**src/rtl/cordic_ctrl_pkg.sv**
```systemverilog
// Shared types and constants for the CORDIC sequencer.
// Q5.10 data, state encoding and iteration limits.
package cordic_ctrl_pkg;

  typedef enum logic [2:0] {
    S_IDLE,
    S_LOAD_LIN,
    S_LIN,
    S_LOAD_HYP,
    S_HYP,
    S_CAP,
    S_DONE
  } state_t;

  localparam logic MODE_LIN = 1'b0;
  localparam logic MODE_HYP = 1'b1;

  localparam logic [3:0] LIN_LAST_I   = 4'd10;
  localparam logic [3:0] HYP_FIRST_I  = 4'd1;
  localparam logic [3:0] HYP_LAST_I   = 4'd10;
  localparam logic [3:0] HYP_REPEAT_I = 4'd4;

  // 1/Kh in Q5.10, preloaded so the hyperbolic pass is unity gain
  localparam logic [15:0] KH_INV = 16'h04D4;

endpackage

```
**src/rtl/rr_arbiter.sv**
```systemverilog
// Combinational round-robin arbiter: first request at or
// after ptr wins; one-hot grant plus encoded index.
module rr_arbiter #(
  parameter int NREQ = 4,
  parameter int IDW  = $clog2(NREQ)
) (
  input  logic [NREQ-1:0] req,
  input  logic [IDW-1:0]  ptr,
  output logic [NREQ-1:0] gnt,
  output logic [IDW-1:0]  idx
);

  logic [IDW-1:0] j;
  logic           found;

  always_comb begin
    gnt   = '0;
    idx   = '0;
    found = 1'b0;
    j     = '0;
    for (int k = 0; k < NREQ; k++) begin
      j = IDW'((int'(ptr) + k) % NREQ);
      if (!found && req[j]) begin
        found  = 1'b1;
        gnt[j] = 1'b1;
        idx    = j;
      end
    end
  end

endmodule

```
**src/rtl/cordic_seq_ctrl.sv**
```systemverilog
// Job sequencer/arbiter for the shared iterative CORDIC core.
// CORDIC_HYP_REPEAT_EN: repeat hyperbolic iteration i=4.
module cordic_seq_ctrl
  import cordic_ctrl_pkg::*;
#(
  parameter int WIDTH = 15,
  parameter int NREQ  = 4,
  parameter int IDW   = $clog2(NREQ)
) (
  input  logic                      clk,
  input  logic                      reset,
  input  logic [NREQ-1:0]           req,
  input  logic [NREQ*(WIDTH+1)-1:0] req_x,
  input  logic [NREQ*(WIDTH+1)-1:0] req_z,
  input  logic [NREQ-1:0]           req_af,
  output logic [NREQ-1:0]           gnt,
  output logic                      core_load,
  output logic                      core_step,
  output logic                      core_mode,
  output logic [3:0]                core_i,
  output logic [WIDTH:0]            core_x0,
  output logic [WIDTH:0]            core_y0,
  output logic [WIDTH:0]            core_z0,
  input  logic [WIDTH:0]            core_xout,
  input  logic [WIDTH:0]            core_yout,
  input  logic [WIDTH:0]            core_zout,
  output logic                      res_valid,
  input  logic                      res_ready,
  output logic [IDW-1:0]            res_id,
  output logic                      res_af,
  output logic [WIDTH:0]            res_x,
  output logic [WIDTH:0]            res_y,
  output logic                      busy
);

  localparam int DW = WIDTH + 1;

  state_t         state, state_nxt;
  logic [3:0]     cnt, cnt_nxt;
  logic [IDW-1:0] ptr, job_id, arb_idx;
  logic [NREQ-1:0] arb_gnt;
  logic [DW-1:0]  job_x, job_z;
  logic           job_af;
  logic           take;
`ifdef CORDIC_HYP_REPEAT_EN
  logic           rep, rep_nxt;
`endif

  rr_arbiter #(
    .NREQ(NREQ),
    .IDW (IDW)
  ) u_arb (
    .req(req),
    .ptr(ptr),
    .gnt(arb_gnt),
    .idx(arb_idx)
  );

  assign take      = (state == S_IDLE) && (|req) && !reset;
  assign gnt       = take ? arb_gnt : '0;
  assign busy      = (state != S_IDLE);
  assign res_valid = (state == S_DONE);

  always_comb begin
    state_nxt = state;
    cnt_nxt   = cnt;
`ifdef CORDIC_HYP_REPEAT_EN
    rep_nxt   = rep;
`endif
    core_load = 1'b0;
    core_step = 1'b0;
    core_mode = MODE_LIN;
    core_i    = '0;
    core_x0   = '0;
    core_y0   = '0;
    core_z0   = '0;
    unique case (state)
      S_IDLE: begin
        if (|req) state_nxt = S_LOAD_LIN;
      end
      S_LOAD_LIN: begin
        core_load = 1'b1;
        core_x0   = job_x;
        core_z0   = job_z;
        cnt_nxt   = '0;
        state_nxt = S_LIN;
      end
      S_LIN: begin
        core_step = 1'b1;
        core_i    = cnt;
        if (cnt == LIN_LAST_I)
          state_nxt = job_af ? S_LOAD_HYP : S_CAP;
        else
          cnt_nxt = cnt + 4'd1;
      end
      S_LOAD_HYP: begin
        core_load = 1'b1;
        core_mode = MODE_HYP;
        core_x0   = DW'(KH_INV);
        core_z0   = core_yout;
        cnt_nxt   = HYP_FIRST_I;
`ifdef CORDIC_HYP_REPEAT_EN
        rep_nxt   = 1'b0;
`endif
        state_nxt = S_HYP;
      end
      S_HYP: begin
        core_step = 1'b1;
        core_mode = MODE_HYP;
        core_i    = cnt;
`ifdef CORDIC_HYP_REPEAT_EN
        if (cnt == HYP_REPEAT_I && !rep)
          rep_nxt = 1'b1;
        else if (cnt == HYP_LAST_I)
          state_nxt = S_CAP;
        else
          cnt_nxt = cnt + 4'd1;
`else
        if (cnt == HYP_LAST_I)
          state_nxt = S_CAP;
        else
          cnt_nxt = cnt + 4'd1;
`endif
      end
      S_CAP: begin
        state_nxt = S_DONE;
      end
      S_DONE: begin
        if (res_ready) state_nxt = S_IDLE;
      end
      default: state_nxt = S_IDLE;
    endcase
  end

  always_ff @(posedge clk) begin
    if (reset) begin
      state  <= S_IDLE;
      cnt    <= '0;
      ptr    <= '0;
      job_id <= '0;
      job_x  <= '0;
      job_z  <= '0;
      job_af <= 1'b0;
      res_id <= '0;
      res_af <= 1'b0;
      res_x  <= '0;
      res_y  <= '0;
`ifdef CORDIC_HYP_REPEAT_EN
      rep    <= 1'b0;
`endif
    end else begin
      state <= state_nxt;
      cnt   <= cnt_nxt;
`ifdef CORDIC_HYP_REPEAT_EN
      rep   <= rep_nxt;
`endif
      if (take) begin
        job_id <= arb_idx;
        job_x  <= req_x[arb_idx*DW +: DW];
        job_z  <= req_z[arb_idx*DW +: DW];
        job_af <= req_af[arb_idx];
      end
      if (state == S_CAP) begin
        res_x  <= core_xout;
        res_y  <= core_yout;
        res_id <= job_id;
        res_af <= job_af;
      end
      // rotate priority past the requester just served
      if (res_valid && res_ready)
        ptr <= (job_id == IDW'(NREQ - 1)) ? '0 : job_id + 1'b1;
    end
  end

endmodule

```
**config.mk**
```make
export PLATFORM = sky130hd
export DESIGN_NAME = cordic_seq_ctrl
export DESIGN_NICKNAME = d
export VERILOG_FILES = /design/src/rtl/cordic_ctrl_pkg.sv /design/src/rtl/rr_arbiter.sv /design/src/rtl/cordic_seq_ctrl.sv
export SDC_FILE = /design/constraint.sdc
export NUM_CORES = 1
export LEC_CHECK = 0
export CORE_ASPECT_RATIO = 1.25
export CORE_MARGIN = 5
export CORE_UTILIZATION = 39
export CTS_CLUSTER_SIZE = 12
export DETAILED_ROUTE_END_ITERATION = 8
export PLACE_DENSITY = 0.81
export SLEW_MARGIN = 20
export SYNTH_ARGS = -nofsm -noshare
export SYNTH_HDL_FRONTEND = slang
export SYNTH_HIERARCHICAL = 1
export SYNTH_SLANG_ARGS = --single-unit
export TNS_END_PERCENT = 5
```
**constraint.sdc**
```tcl
create_clock -name clk -period 3.9 [get_ports clk]
set_input_delay 1.17 -clock clk [delete_from_list [all_inputs] [get_ports clk]]
set_output_delay 1.17 -clock clk [all_outputs]
set_load 0.01 [all_outputs]
```
After elaboration in Yosys (flattened, before gate mapping)
Cells that the tools add are included.

Bits in registers: 79. Bits of input ports: 187. Output and inout port bits: 96. Word-level logic and storage cells: 111.

Add/sub/neg operators: 5. Order comparisons: 9. Equality and inequality tests: 13. Shifts and indexed selects: 2. Multiplexer cells: 45. Bitwise gates (word level): 3. Reduce and logical (&&, ||, !) cells: 23.

Operator list (count): 64-bit by 7-bit variable part select with 16-bit output (2); 16-bit one-hot mux with 2 select lines (2); 4-bit two-way mux (7); 3-bit one-hot mux with 7 select lines (1); 2-bit by 3-bit less-than comparator with 1-bit output, second input constant (5); 1-bit two-way mux (15); 3-bit two-way mux (5); 4-bit OR (3); 4-bit one-hot mux with 3 select lines (1); 1-bit binary-select mux with 2-bit select (5); 1-bit logical AND (10); 2-bit two-way mux (5); 3-bit == test, second input constant (3); 1-bit demux with 2-bit select (4); 2-bit by 1-bit greater-or-equal comparator with 1-bit output, second input constant (4); 3-bit by 2-bit == test with 1-bit output, second input constant (2); 2-bit inequality test, second input constant (3); 3-bit nonzero test (2); 2-bit OR reduction (3); 2-bit by 1-bit adder with 2-bit output, second input constant (2); 2-bit adder, second input constant (2); 4-bit by 1-bit adder with 4-bit output, second input constant (1); 4-bit == test, second input constant (1); 1-bit zero test (4); 7 further kinds (8).

Depth between registers and ports, before layout
Gate-level depths: netlist of run 1.

Depth in word-level cells: 14. Gate-level depth with buffers: 13. Depth with buffers taken out: 10.

Cells and area by module
The synthesis of run 1 kept the hierarchy.

By module, submodules not included: cordic_seq_ctrl (times used 1, cells each 512, area an instance 4428.0 sq um, seq. area each 1581.5 sq um); rr_arbiter (times used 1, cells each 46, area an instance 419.2 sq um, seq. area each 0.0 sq um).

Worst setup path before layout of run 1
Ideal clock, no wire load.

Path type: input to output. Start: in req[1]. End: out gnt[0]. Arrival: 2.370 ns. Required time: 2.730 ns. Setup slack: 0.360 ns. Stages: 6. Buffers on the path: 0. Cells stage by stage: mux4_2 nand2b_4 nor3_4 a22oi_1 o21ai_1 and2_1.

Word-level cells in the longest chain between the ends: 13. Elaborated cells on any way between the ends: 28. Classes of those cells: 16 x mux; 3 x bitwise; 9 x reduce/logical.

RTL lines: start: declaration (RTL line cordic_seq_ctrl.sv:12) `input logic [NREQ-1:0] req,`; 1-bit binary-select mux with 2-bit select (RTL line rr_arbiter.sv:23) `if (!found && req[j]) begin`; 1-bit two-way mux (not written as such) (RTL line rr_arbiter.sv:23); 1-bit two-way mux (RTL line rr_arbiter.sv:23); 1-bit zero test (RTL line rr_arbiter.sv:23); 1-bit logical AND (RTL line rr_arbiter.sv:23); 1-bit two-way mux (RTL line rr_arbiter.sv:23); 1-bit zero test (RTL line rr_arbiter.sv:23); 1-bit logical AND (RTL line rr_arbiter.sv:23); 1-bit two-way mux (RTL line rr_arbiter.sv:23); 1-bit zero test (RTL line rr_arbiter.sv:23); 1-bit logical AND (RTL line rr_arbiter.sv:23); 4-bit two-way mux (*) (RTL line rr_arbiter.sv:23); net arb_gnt[0] (RTL line cordic_seq_ctrl.sv:41) `logic [NREQ-1:0] arb_gnt;`; 4-bit two-way mux (*) (RTL line cordic_seq_ctrl.sv:60) `assign gnt = take ? arb_gnt : '0;`; end: declaration (RTL line cordic_seq_ctrl.sv:16) `output logic [NREQ-1:0] gnt,`.

Mark *: on every way through the listed nets, which the timed path passes. The rest lies on a longest branch. The select of a mux whose other input is x is not followed.

Worst setup path after layout of run 1
Same ends and word-level chain as after synthesis.

==> results of run 1 <==
per-stage QoR:
stage          hold slack (ns)  setup slack, ns  power [mW]  cell area [um2]  instances
2_1_floorplan           0.4472           0.3602       1.310             4903        573
3_3_place_gp            0.4417          -0.6611       1.670             7582        951
3_5_place_dp            0.4453          -0.7844       1.686             7584        951
4_1_cts                 0.4540         0.006135       2.530             7883        971
5_1_grt                 0.4797         -0.07245       2.639             7931        973
6_report                0.4519         -0.02293       2.509             7931        973
layout make-up:
class	instances	area, um2
tap	164	205.2
clock buffer	10	229.0
inverter	7	26.28
clock inverter	6	70.07
sequential	79	1583
fill	1010	4230
multi-input combinational	422	3019
timing repair buffer	285	2799
final timing paths:
path | cells after the start | slack (ns) | start | endpoint
setup / recovery | 9 | -0.02 | req[1] | gnt[0]
hold / removal | 2 | 0.45 | res_y[2] | res_y[2]
setup reg to reg | 14 | 0.76 | ptr[1] | job_z[7]
hold reg to reg | 2 | 0.45 | res_y[2] | res_y[2]
logic make-up after synthesis:
family,Yosys count
AOI/OAI and AO/OA,141
DFF,79
muxes,58
xor gates and xnor gates,1
buffers and inverters,72
and+or+nand+nor,198
adders and majority gates,8
other,1
critical path: cells and delay by family:
kind / cells / cell delay [ns]
simple gates: 3 / 0.55
compound gates: 2 / 0.15
mux: 1 / 0.49
buf+inv: 3 / 0.39
timing repair:
action	in CTS	in global routing
pin swaps	1	2
buffers inserted	4	2
gates cloned	0	0
hold buffers	0	0
gates resized for setup	28	14
endpoints found under the setup margin	4	4
routing by layer:
layer | GRT usage (%) | part of all wire [%]
met1 | 25.57 | 37
met2 | 41.48 | 53
met3 | 4.735 | 6.5
met4 | 9.148 | 3.0
met5 | 0 | 0
state kept, by name (all words and copies together), names as in the netlist:
signal  count
job_x      16
job_z      16
res_x      16
res_y      16
cnt         4
state       3
job_id      2
ptr         2
res_id      2
job_af      1
res_af      1
power breakdown:
part           total (mW)  switching [mW]  internal (mW)
combinational       0.750           0.334          0.416
clock               0.838           0.339          0.499
sequential          0.921          0.0522          0.869
total                2.51           0.725           1.78
synth_stat cells, types with 11 or more instances:
library cell | number | area share [%]
dfxtp_1 | 79 | 33
nand2_1 | 75 | 5.8
a21oi_1 | 71 | 7.3
nand3_1 | 37 | 3.8
nor2_1 | 37 | 2.9
mux4_2 | 36 | 17
clkbuf_1 | 33 | 2.6
o21ai_0 | 33 | 3.4
mux2i_1 | 21 | 4.3
and2_1 | 16 | 2.1
buf_4 | 16 | 2.5
buf_2 | 12 | 1.2
o21ai_1 | 11 | 1.1
==> run summary, run 1 <==
Simple-Gate Fraction of Synth Area = 20.08%
Max Freq = 254.9 MHz
DR WL/cell = 17.74 um
Ports = 283
Largest family of logic cells by synthesized area = multiplexers
Initial DRC count = 259
Initial antenna violation count = 0
Count of pins over their slew limit = 0
TritonCTS clock tree = done
Max VDD drop = 0.2333 mV
Mux cell area share after synthesis = 21.61%
Die X = 109.7 um
Status = finished with violations
Flops & latches, synth = 79
Layout area overhead = 63.63%
Max-Cap Viols = 0
Congestion Overflow GR = 0
Min-Delay Path Class = reg2reg
Final core occ = 65.22%
Via/cell ratio = 5.268
Share of cells above drive strength 1 = 13.47%
Sink Count = 79
CP Data Required Time = 2.73 ns
Final WS setup = -0.02293 ns
CP arrival = 2.75 ns
Post-Synth XOR/XNOR Area = 0.3356%
Ys Warns = 6
Crit end category = output port
Mapped Cells = 558
ANT cells = 0
Post-synthesis cell type count = 50
Crit start category = input pin
Post-route ant nets = 0
Worst-path maximum fanout = 6
Final hold vios = 0
Number of flops mapped to enable cells by yosys = 0
Period utilization = 100.6%
Max stage delay on crit path = 0.49 ns
Gpl congestion = 0.8288
H-tree Lvls = 3
Avg Cell Area, Syn = 8.687 um2
CP max-delay cell = mux4_2
Starting Density = 39.86%
Final setup viols = 1
Gr usage total = 22.83%
Crit Path Class = in2out
Die Span Y = 134.6 um
Worst Tran Pin Value = 0.8596 ns
Residual DRC count = 0
Failing checks = negative setup slack
Total Die Area = 14770 um2
Power Density = 316.3 nW/um2
Clk_skew = 0.004507 ns
Port Buffer Count = 250
CTS Buffer Depth = 2
Seq/Total Area, Yosys = 32.63%
Setup tns final = -0.02293 ns
Mapped Area = 4847 um2
Top FF cell, synth = dfxtp_1
First-pass GRT wire length = 26.44 mm
CTS buffer count = 9
CORE AREA = 12160 um2
Vias in the first global route = 5209
Synth Area in Adders = 2.065%
Row Count = 45
DR pass1 iterations = 4
Largest net degree at the start of global routing = 81
Compound-Gate Fraction of Synth Area = 15.93%
Root buffer cell = clkbuf_16
Final min period = 3.923 ns
Hpwl dp = 13.35 mm
Clock transition at the registers of the reported paths = 0.06 ns
Leak Pwr = 2.827 nW
CP cell instances = buf_8 -> mux4_2 -> nand2b_4 -> nor3_4 -> buf_4 -> a22oi_2 -> o21ai_1 -> and2_1 -> buf_2
Final Net Count = 999
Worst slew margin = 42.69%
Commonest cells after routing, fill and taps aside = clkdlybuf4s50_1 (241), dfxtp_1 (78), nand2_1 (75)
Most common cell after layout, fill and taps aside = clkdlybuf4s50_1
RSZ-0062 raised after global routing = yes
Clock Latency Late Sink = 0.33 ns
Via count = 5126
Async SR Flop Fraction = 0%
Total wire length = 17.26 mm
(Power assumes the default switching activity.)
==> inputs of run 2 (changes only) <==
- ABC_CLOCK_PERIOD_IN_PS: unset -> 4700
- CORE_UTILIZATION: 39 -> 42
- PLACE_DENSITY: 0.81 -> 0.87
- SKIP_CTS_REPAIR_TIMING: unset -> 1
- clock period: 3.9 -> 4.7 ns (I/O delays scaled with it)
==> run summary, run 2 (synthesis gave the netlist of run 1 again) <==
TritonCTS clock tree = done
Worst-path maximum fanout = 5
Buffers & Inverters on Critical Path = 2
H-tree Lvls = 3
Switch Pwr = 611.2 uW
Status = finished, final reports clean
Via count = 5251
Worst slew margin = 30.40%
Leak Pwr = 2.877 nW
Layout area overhead = 61.28%
Power share of the combinational group = 28.5%
Max Freq = 226.5 MHz
Residual DRC count = 0
ANT cells = 0
Cell area after placement = 7472 um2
Total Die Area = 13800 um2
Hpwl dp = 13.58 mm
Min-Delay Path Class = reg2reg
Seq pwr share = 36.8%
Sink Count = 79
First-pass GRT wire length = 27.52 mm
Gr usage total = 25.21%
Most used cell, CP = dlymetal6s2s_1
Post-route ant nets = 0
Starting Density = 43.31%
Overall power = 2.113 mW
Row Count = 43
Crit start category = input pin
Filler cells = 862
DR pass1 iterations = 4
Largest net degree at the start of global routing = 81
Switching Share = 28.93%
Root buffer cell = clkbuf_16
P_int = 1.502 mW
RSZ-0062 raised after global routing = no
Final hold vios = 0
CP cell instances = dlymetal6s2s_1 -> mux4_2 -> nand2b_4 -> nor3_4 -> a22oi_1 -> o21ai_1 -> and2_1 -> dlymetal6s2s_1
Commonest cells after routing, fill and taps aside = clkdlybuf4s50_1 (241), dfxtp_1 (78), nand2_1 (75)
Crit end category = output port
Via/cell ratio = 5.622
Final Net Count = 989
Clk pwr share = 34.8%
Finished Layout Cells = 934
Die X = 106.1 um
Power Density = 270.3 nW/um2
Final setup viols = 0
CORE AREA = 11190 um2
Final min period = 4.415 ns
Clock Latency Late Sink = 0.33 ns
Max VDD drop = 0.1497 mV
Port Buffer Count = 250
Total wire length = 17.77 mm
Vias in the first global route = 5594
CP Data Required Time = 3.29 ns
Congestion Overflow GR = 0
CTS buffer count = 9
Gpl congestion = 0.8647
Max-Cap Viols = 0
Clk_skew = 0.004841 ns
Fin Hold WS = 0.4528 ns
CP arrival = 3.00 ns
Initial DRC count = 216
Most common cell after layout, fill and taps aside = clkdlybuf4s50_1
Initial antenna violation count = 1
Crit Path Class = in2out
Die Span Y = 130.1 um
Share of cells above drive strength 1 = 11.14%
Pre-CTS setup slack = -0.4142 ns
Fin area = 7818 um2
Count of pins over their slew limit = 0
Max stage delay on crit path = 0.52 ns
CP max-delay cell = mux4_2
Cell count after placement = 917
Final WS setup = 0.2852 ns
Period utilization = 93.93%
Cell family with most CP delay = simple AND/OR/NAND/NOR gates
Ports = 283
CTS Buffer Depth = 2
Worst Tran Pin Value = 1.044 ns
DR WL/cell = 19.02 um
Clock transition at the registers of the reported paths = 0.06 ns
-- run 2: power by group through the flow --
stage	combinational, mW	sequential [mW]	clock [mW]
2_1_floorplan	0.332	0.755	0
5_1_grt	0.652	0.784	0.773
4_1_cts	0.605	0.776	0.747
3_3_place_gp	0.585	0.785	0
6_report	0.601	0.777	0.734
3_5_place_dp	0.602	0.791	0
-- run 2: per-stage QoR --
step | utilization [%] | setup TNS [ns]
after detailed placement | 66.77 | -1.618
after CTS | 69.61 | -1.641
after global placement | 66.76 | -1.307
final | 69.86 | 0
after floorplan | - | 0
after global routing | 69.86 | 0
-- run 2: worst min-delay path, stage by stage, from the launching register on --
cell and delay, ns:
dfxtp_1 0.31, nand2_1 0.05, a21oi_1 0.05
-- run 2: final cells by class --
| class | instances | area [um2] | share of cell area [%] |
|---|---|---|---|
| flip-flops and latches | 79 | 1583 | 20.25 |
| clock inverters | 5 | 65.06 | 0.8323 |
| well taps | 135 | 168.9 | 2.161 |
| inverters | 7 | 26.28 | 0.3361 |
| multi-input cells | 422 | 3004 | 38.43 |
| clock buffers | 11 | 252.7 | 3.233 |
| repair buffers | 275 | 2718 | 34.76 |
-- run 2: per-layer routing --
metal	track usage, %	vias up	share of wire, %
met3	5.938	47	7.0
met2	47.26	262	54
met1	26.60	2495	36
met4	12.12	2	2.8
met5	0	-	0.068
li1	-	2445	-
-- run 2: path summary, 6_finish.rpt --
check / from / endpoint / slack (ns) / cells past startpoint
hold reg to reg: res_y[5] / res_y[5] / 0.45 / 2
setup reg to reg: ptr[1] / job_z[5] / 1.61 / 11
hold / removal: res_y[5] / res_y[5] / 0.45 / 2
setup / recovery: req[1] / gnt[1] / 0.29 / 8
==> inputs of run 3 (changes only) <==
- REMOVE_ABC_BUFFERS: unset -> 1
- TNS_END_PERCENT: 5 -> 50
==> run summary, run 3 (synthesis gave the netlist of run 1 again) <==
Most common cell after layout, fill and taps aside = clkdlybuf4s50_1
Clock transition at the registers of the reported paths = 0.06 ns
Via/cell ratio = 5.636
Worst slew margin = 45.43%
CP arrival = 3.05 ns
Hpwl dp = 13.17 mm
CTS Buffer Depth = 2
Worst Tran Pin Value = 0.8185 ns
Row Count = 43
CP Data Required Time = 3.29 ns
Vias in the first global route = 5408
Clk_skew = 0.006186 ns
Worst-path maximum fanout = 8
First-pass GRT wire length = 26.50 mm
TritonCTS clock tree = done
Final min period = 4.459 ns
Fin Hold WS = 0.4520 ns
Congestion Overflow GR = 0
Final hold vios = 0
Setup tns final = 0 ns
Max-Cap Viols = 0
Starting Density = 43.31%
Initial antenna violation count = 1
Root buffer cell = clkbuf_16
Final core occ = 69.73%
Finished Layout Cells = 936
Max Freq = 224.3 MHz
Cell count after placement = 917
CP max-delay cell = mux4_2
Crit start category = input pin
Cell area after placement = 7471 um2
Gpl congestion = 0.8492
Period utilization = 94.86%
Final Net Count = 991
Fin area = 7804 um2
Power Density = 266.4 nW/um2
Layout area overhead = 61.00%
CP cell instances = dlymetal6s2s_1 -> buf_6 -> mux4_2 -> nor3_4 -> buf_4 -> a22oi_2 -> o21ai_1 -> and2_1 -> clkbuf_2
Status = finished, final reports clean
Clock Latency Late Sink = 0.33 ns
Via count = 5275
Ports = 283
Total Die Area = 13800 um2
Initial DRC count = 300
Crit end category = output port
Min-Delay Path Class = reg2reg
RSZ-0062 raised after global routing = no
Crit Path Class = in2out
Post-route ant nets = 0
Max stage delay on crit path = 0.51 ns
Cell family with most CP delay = buffers and inverters
Buffers & Inverters on Critical Path = 4
Count of pins over their slew limit = 0
Port Buffer Count = 250
Die Span Y = 130.1 um
CTS buffer count = 9
Commonest cells after routing, fill and taps aside = clkdlybuf4s50_1 (241), dfxtp_1 (78), nand2_1 (75)
DR pass1 iterations = 4
Gr usage total = 24.21%
Final setup viols = 0
Max VDD drop = 0.1414 mV
Total wire length = 17.52 mm
Leak Pwr = 2.823 nW
ANT cells = 0
Largest net degree at the start of global routing = 81
Share of cells above drive strength 1 = 11.74%
DR WL/cell = 18.72 um
H-tree Lvls = 3
Residual DRC count = 0
Die X = 106.1 um
CORE AREA = 11190 um2
Sink Count = 79
-- run 3: changes by cell type in the layout (fill, tap and decap cells not counted) --
cell,before,now
clkbuf_2,0,3
clkinvlp_4,0,3
inv_6,1,3
dlymetal6s2s_1,8,5
clkbuf_8,2,0
buf_4,24,25
buf_6,0,1
and3b_2,1,0
a22oi_2,0,1
and3b_1,0,1
clkinv_4,3,0
a22oi_1,8,7
-- run 3: report_power, final --
group,internal [mW],switching (mW)
clock network,0.417,0.288
registers,0.721,0.0433
logic,0.335,0.275
-- run 3: worst paths after layout --
kind / startpoint / endpoint / slack, ns / cells past startpoint
min: res_x[4] / res_x[4] / 0.45 / 2
max: req[1] / gnt[0] / 0.24 / 9
max reg2reg: ptr[1] / job_z[12] / 1.30 / 13
min reg2reg: res_x[4] / res_x[4] / 0.45 / 2
-- run 3: final cells by class --
| cell class | count | area (um2) |
|---|---|---|
| inverters | 7 | 26.28 |
| repair buffers | 277 | 2714 |
| flip-flops and latches | 79 | 1583 |
| fillers | 838 | 3387 |
| multi-input cells | 422 | 3008 |
| well taps | 135 | 168.9 |
| clock inverters | 7 | 78.83 |
| clock buffers | 9 | 225.2 |
-- run 3: routing by layer --
layer | wire length, um | track usage (%)
met1 | 6172 | 25.80
met4 | 653 | 13.26
met5 | 7 | 0
met2 | 9315 | 44.63
met3 | 1373 | 5.245
-- run 3: worst register-to-register path, cell delays in order, from the launching register on --
cell	delay [ns]
dfxtp_1	0.31
buf_4	0.18
inv_1	0.12
ha_1	0.47
mux4_2	0.41
buf_4	0.17
nor2b_4	0.16
buf_4	0.13
o21ai_1	0.09
o31ai_4	0.09
buf_4	0.36
mux4_2	0.58
nand3_1	0.10
a21oi_1	0.06
-- run 3: per-stage QoR --
step           power, mW  setup slack, ns
3_5_place_dp       1.387          -0.4371
3_3_place_gp       1.363          -0.3114
4_1_cts            2.093          -0.4337
6_report           2.079           0.2415
5_1_grt            2.180           0.1567
2_1_floorplan      1.056           -2.697
